[src/rtl/nand2_filt_bank.sv]
// ----------------------------------------------------------------------------
// nand2_filt_bank
//
// Purpose:
//   A bank of NCH independent NIN-input NAND (MODE=0) or AND (MODE=1) gates.
//   Each gate output passes through a persistence filter. A channel output
//   changes only after the new raw gate value has been sampled on DEPTH
//   consecutive enabled clock edges. Any shorter glitch is absorbed and its
//   counter falls back to zero. The outputs are registered and glitch-free.
//
// Ports:
//   CELCLK   in   1        clock, rising edge
//   CELRSTN  in   1        asynchronous active-low reset
//   CELV     in   1        supply pin (no logic function)
//   CELG     in   1        ground pin (no logic function)
//   SUB      in   1        substrate pin (no logic function)
//   en       in   1        filter enable; 0 freezes counters and outputs
//   i        in   NCH*NIN  gate inputs; channel c uses i[c*NIN +: NIN]
//   o        out  NCH      filtered, registered gate outputs
//   chg      out  NCH      one-cycle pulse in the cycle o[c] toggles
//   chg_any  out  1        registered OR of the chg terms
// ----------------------------------------------------------------------------
module nand2_filt_bank #(
    parameter int NCH     = 4,
    parameter int NIN     = 2,
    parameter int DEPTH   = 3,
    parameter int MODE    = 0,
    parameter bit RST_VAL = 1'b1
) (
    input  logic               CELCLK,
    input  logic               CELRSTN,
    input  logic               CELV,
    input  logic               CELG,
    input  logic               SUB,
    input  logic               en,
    input  logic [NCH*NIN-1:0] i,
    output logic [NCH-1:0]     o,
    output logic [NCH-1:0]     chg,
    output logic               chg_any
);

    // Counter sized to hold 0..DEPTH. It only ever reaches DEPTH-1, because
    // the output commits on that count instead of incrementing further.
    localparam int            CW      = $clog2(DEPTH + 1);
    localparam logic [CW-1:0] CNT_MAX = CW'(DEPTH - 1);
    localparam logic [CW-1:0] CNT_ONE = CW'(1);

    logic [NCH-1:0]         raw;
    logic [NCH-1:0]         o_q,   o_d;
    logic [NCH-1:0]         chg_q, chg_d;
    logic                   chg_any_q, chg_any_d;
    logic [NCH-1:0][CW-1:0] cnt_q, cnt_d;

    // Power pins exist only for brick compatibility and are deliberately ignored.
    logic unused_pwr;
    assign unused_pwr = CELV ^ CELG ^ SUB;

    // Raw gate value per channel. MODE selects AND or NAND for the whole bank.
    always_comb begin
        raw = '0;
        for (int c = 0; c < NCH; c++) begin
            if (MODE != 0) begin
                raw[c] = &i[c*NIN +: NIN];
            end else begin
                raw[c] = ~&i[c*NIN +: NIN];
            end
        end
    end

    // Persistence filter next state.
    // A match clears the counter. A mismatch either advances the counter or,
    // on its DEPTH-th consecutive enabled sample, commits the new value.
    // With en low, every output and counter holds. chg always falls back to
    // zero so that a pulse never stretches across a frozen cycle.
    always_comb begin
        o_d   = o_q;
        cnt_d = cnt_q;
        chg_d = '0;
        if (en) begin
            for (int c = 0; c < NCH; c++) begin
                if (raw[c] == o_q[c]) begin
                    cnt_d[c] = '0;
                end else if (cnt_q[c] == CNT_MAX) begin
                    o_d[c]   = raw[c];
                    cnt_d[c] = '0;
                    chg_d[c] = 1'b1;
                end else begin
                    cnt_d[c] = cnt_q[c] + CNT_ONE;
                end
            end
        end
        chg_any_d = |chg_d;
    end

    // State registers.
    // Reset discards all partial counts and returns the outputs to RST_VAL at once.
    always_ff @(posedge CELCLK or negedge CELRSTN) begin
        if (!CELRSTN) begin
            o_q       <= {NCH{RST_VAL}};
            cnt_q     <= '0;
            chg_q     <= '0;
            chg_any_q <= 1'b0;
        end else begin
            o_q       <= o_d;
            cnt_q     <= cnt_d;
            chg_q     <= chg_d;
            chg_any_q <= chg_any_d;
        end
    end

    assign o       = o_q;
    assign chg     = chg_q;
    assign chg_any = chg_any_q;

endmodule

[config.mk]
export PLATFORM = sky130hd
export DESIGN_NAME = nand2_filt_bank
export DESIGN_NICKNAME = d
export VERILOG_FILES = /design/src/rtl/nand2_filt_bank.sv
export SDC_FILE = /design/constraint.sdc
export NUM_CORES = 1
export LEC_CHECK = 0
export ABC_CLOCK_PERIOD_IN_PS = 1400
export CAP_MARGIN = 20
export CORE_AREA = 2 2 54 56
export CTS_CLUSTER_SIZE = 30
export DETAILED_ROUTE_END_ITERATION = 7
export DIE_AREA = 0 0 56 58
export GPL_TIMING_DRIVEN = 0
export SYNTH_ARGS = -nofsm -noshare
export SYNTH_HDL_FRONTEND = slang
export SYNTH_SLANG_ARGS = --single-unit
[constraint.sdc]
create_clock -name CELCLK -period 1.4 [get_ports CELCLK]
set_clock_uncertainty 0.15 [all_clocks]
set_input_delay 0.35 -clock CELCLK [delete_from_list [all_inputs] [get_ports CELCLK]]
set_output_delay 0.35 -clock CELCLK [all_outputs]
set_load 0.01 [all_outputs]
Yosys cells after proc, flatten, opt, wreduce, memory -nomap -nowiden

Cells that the tools add are included.

Output and inout port bits: 9
Word-level logic and storage cells: 56
Register bits: 17
Input port bits: 14

Equal/unequal tests: 8
Muxes and demuxes: 17
Reductions and logical operators: 13
Bitwise gates (word level): 4
$add $sub $neg: 4

Operators by type and width:

| kind                                                           | number |
|---|---|
| 2-bit 2-to-1 mux                                               | 8 |
| 3-bit AND reduction                                            | 4 |
| 2-bit by 1-bit adder with 2-bit output (second input constant) | 4 |
| 2-bit == test (second input constant)                          | 4 |
| 1-bit 2-to-1 mux                                               | 8 |
| 2-bit AND reduction                                            | 4 |
| 1-bit == test                                                  | 4 |
| 1-bit zero test                                                | 4 |
| 4-bit 2-to-1 mux                                               | 1 |
| 1-bit NOT                                                      | 4 |
| 4-bit OR reduction                                             | 1 |

Depth between registers and ports, before layout

Depth in word-level cells: 6
Gate-level depth with buffers: 4
Depth with buffers taken out: 3

Worst setup path before layout

OpenSTA, ideal clock, no wires.

Path kind: reg2reg
Start point: register o_q[2], in the netlist o[2]
End point: register chg_any_q, in the netlist chg_any
Path slack: -0.001 ns
Buffers on the path: 0
Setup time: 0.090 ns
Clock period less this slack: 1.401 ns
Required time: 1.160 ns
Data arrival time: 1.162 ns
Cell stages (with the launch flop): 4
Cell sequence: dfstp_2 -> and3b_1 -> or3_1 -> o2111ai_1

Longest elaborated chain between the ends: 4

Ends and longest elaborated chain:

| item                     | RTL line | RTL |
|---|---|---|
| start: declaration       | 49       | `logic [NCH-1:0] o_q, o_d;` |
| start signal: assignment | 99       | `o_q <= {NCH{RST_VAL}};` |
| 1-bit == test            | 81       | `if (raw[c] == o_q[c]) begin` |
| 1-bit 2-to-1 mux         | 81       |  |
| 4-bit 2-to-1 mux         | 79       | `if (en) begin` |
| 4-bit OR reduction       | 92       | `chg_any_d = \|chg_d;` |
| via chg_any_d            | 51       | `logic chg_any_q, chg_any_d;` |
| end signal: assignment   | 107      | `chg_any_q <= chg_any_d;` |
| end: declaration         | 51       |  |

The timed path passes the listed nets, and every way through them passes these cells.
A chain may end at the register's enable or synchronous reset.

Final worst setup path

Start point: register o_q[1], in the netlist o[1]
End point: output o[1]

RTL lines:

| item             | RTL line | RTL |
|---|---|---|
| end: declaration | 37       | `output logic [NCH-1:0] o,` |

No word-level cell between the ends.

==> impl_metrics.env <==
export IMPL_ios=23
export IMPL_grt_pass1_wl_um=2520
export IMPL_synth_top_area_share_pct=42.3
export IMPL_routedWlPerCell_um=11.3
export IMPL_cpMaxStageDelayCell="dfstp_2"
export IMPL_fin_nets=110
export IMPL_internal_power_uw=1350
export IMPL_postCtsHoldBufs=0
export IMPL_fmax_mhz=691
export IMPL_yosys_top_cells_area="dfrtp_1, dfstp_2, nand3b_1, inv_1, o22ai_1"
export IMPL_top_usage_layer="met2"
export IMPL_synth_fp_nets=83
export IMPL_fp_dieW_um=56
export IMPL_rsz0062_at_grt="true"
export IMPL_io_buffers=18
export IMPL_start_kind="register"
export IMPL_cts_tree="done"
export IMPL_drive_gt1_share_pct=37.9
export IMPL_use_met1_pct=12.6
export IMPL_rr_startpoint="o[2]$_DFFE_PN1P_"
export IMPL_ant_nets=0
export IMPL_clk_insertion_delay_late_ns=0.29
export IMPL_drt_iter0_drc=17
export IMPL_cp_end_kind="output pin"
export IMPL_violations="setup timing"
export IMPL_comb_power_share_pct=45.4
export IMPL_worstPathCellList="buf_6"
export IMPL_yosysTopAreaCell="dfrtp_1"
export IMPL_min_path_type="input pin to register"
export IMPL_critPathTopFamily="flip-flops"
export IMPL_vdd_ir_drop_max_mv=1.19
export IMPL_power_leakage_uw=0.000544
export IMPL_clkTransAtPathRegs_ns=0.10
export IMPL_seq_area_frac_synth_pct=56.0
export IMPL_seqPwrFrac_pct=41.6
export IMPL_synth_cell_types=24
export IMPL_grt_met2_usage_pct=15.1
export IMPL_cts_max_path_buffers=2
export IMPL_synth_area_per_cell_um2=11.1
export IMPL_drv_cap=0
export IMPL_design_area_um2=1080
export IMPL_fp_row_count=19
export IMPL_core_area_um2=2660
export IMPL_report_final_slew_viol_count=0
export IMPL_synth_cells=69
export IMPL_antenna_cells=0
export IMPL_grt_pass1_vias=582
export IMPL_fin_crit_sh_pct=103
export IMPL_grt_max_degree=18
export IMPL_drt_wl_total_um=1420
export IMPL_relSlewSlack_pct=50.4
export IMPL_switching_share_pct=31.3
export IMPL_worst_ep_arrival_time_ns=0.95
export IMPL_cp_buffers_inverters=1
export IMPL_hp_start="en"
export IMPL_finalSetupViolations=4
export IMPL_placed_area_um2=987
export IMPL_max_stage_delay_ns=0.56
export IMPL_antenna_found_initial=0
export IMPL_p_switching_uw=615
export IMPL_crit_type="register to output pin"
export IMPL_worstPathRequired_ns=0.90
export IMPL_htreeDepth=1
export IMPL_area_growth_pct=40.9
export IMPL_cts_buffers=3
export IMPL_vias_per_cell=4.87
export IMPL_vias=613
export IMPL_outcome="complete, but fails checks"
export IMPL_dp_hpwl_um=1020
export IMPL_track_usage_pct=9.92
export IMPL_die_height_um=58
export IMPL_crit_path_start="o[1]$_DFFE_PN1P_"
export IMPL_critPathMaxFanout=2
export IMPL_gp_congestion=0.672
export IMPL_ys_seq_elements=17
export IMPL_die_area_um2=3250
export IMPL_drc=0
export IMPL_root_buffer="clkbuf_4"
export IMPL_grt_use_met3_pct=4.69
export IMPL_utilization_pct=40.6
export IMPL_finalHoldViolCount=0
export IMPL_initial_core_util_pct=28.9
export IMPL_clkPwrFrac_pct=13.0
export IMPL_worst_pin_slew_ns=0.742
export IMPL_synth_area_um2=768
export IMPL_cts_sinks=17
export IMPL_yosysWarnings=0
export IMPL_power_density_nw_per_um2=1810
export IMPL_grt_ovfl_total=0
export IMPL_first_pass_iters=3
export IMPL_min_period_ns=1.45
export IMPL_layout_setup_ws_ns=-0.0470
==> worst paths after layout <==
check                                       end  slack, ns  depth (start not counted)
min in group asynchronous     chg_any$_DFF_PN0_       0.34                          1
min reg2reg                cnt_q[3]$_DFFE_PN0P_       0.39                          2
max reg2reg                   chg_any$_DFF_PN0_       0.01                          3
min                        cnt_q[0]$_DFFE_PN0P_       0.25                          3
max                                        o[1]      -0.05                          1
max in group asynchronous  cnt_q[0]$_DFFE_PN0P_       0.29                          1
==> layout make-up <==
type | instances | area (um^2)
Multi-Input combinational cell | 39 | 334
Buffer | 2 | 12.5
Clock buffer | 3 | 22.5
Fill cell | 263 | 1580
Sequential cell | 17 | 430
Clock inverter | 1 | 5.00
Inverter | 11 | 41.3
Timing Repair Buffer | 22 | 198
Tap cell | 31 | 38.8
==> registers in the layout, summed over array words and instances, names as in the netlist <==
register,flops
chg,4
o,4
cnt_q,8
chg_any,1
==> power groups by stage <==
stage | Sequential, uW | Clock (uW) | Combinational (uW)
2_1_floorplan | 858 | 0 | 393
3_3_place_gp | 817 | 0 | 679
3_5_place_dp | 832 | 0 | 697
4_1_cts | 815 | 270 | 773
5_1_grt | 843 | 296 | 974
6_report | 817 | 255 | 891
==> metal layers <==
layer | share of wire, % | up-vias
met2 | 46 | 16
met1 | 46 | 298
met3 | 6.5 | 2
met4 | 0.85 | 0
met5 | 0 | -
li1 | - | 297
==> synth_stat cells (all sizes together) <==
master	count
dfrtp	13
inv	11
nand3b	7
o22ai	6
nand3	5
dfstp	4
a21o	3
a21oi	3
a21bo	2
buf	2
mux2i	2
nand4	2
a21boi	1
and3b	1
mux2	1
nand2	1
nor2	1
o2111ai	1
or2	1
or3	1
xnor2	1
==> cells in the final DEF (no fill, tap or decap), drive strengths merged <==
cell type / instances
a21bo: 2
a21boi: 1
a21o: 3
a21oi: 3
and3b: 1
buf: 11
clkbuf: 7
clkdlybuf4s50: 9
clkinv: 1
dfrtp: 13
dfstp: 4
inv: 11
mux2: 1
mux2i: 2
nand2: 1
nand3: 5
nand3b: 7
nand4: 2
nor2: 1
o2111ai: 1
o22ai: 6
or2: 1
or3: 1
xnor2: 1
==> what timing repair did <==
| action | CTS | global route |
|---|---|---|
| gates resized for setup | 31 | 17 |
| pin swaps | 0 | 4 |
| hold endpoints to repair | 0 | 0 |
| setup endpoints to repair | 9 | 16 |
| setup buffers | 3 | 1 |
==> kinds of logic after synthesis <==
| family | Yosys count | share of synthesized area [%] |
|---|---|---|
| compound gates | 16 | 14.7 |
| xor+xnor | 1 | 1.14 |
| buf+inv | 13 | 7.00 |
| flops | 17 | 56.0 |
| mux | 3 | 4.07 |
| simple gates | 19 | 17.1 |
==> per-stage QoR <==
| stage | cells | hold slack [ns] | setup slack [ns] | setup TNS, ns | total power [uW] |
|---|---|---|---|---|---|
| floorplan | 69 | -0.0956 | 0.0372 | 0 | 1250 |
| global placement | 118 | 0.356 | -0.277 | -3.51 | 1500 |
| detailed placement | 118 | 0.366 | -0.290 | -4.28 | 1530 |
| CTS | 125 | 0.238 | -0.0649 | -0.203 | 1860 |
| global route | 126 | 0.250 | -0.0895 | -0.367 | 2110 |
| finish | 126 | 0.252 | -0.0470 | -0.158 | 1960 |
Power figures use the tool's default switching activity.
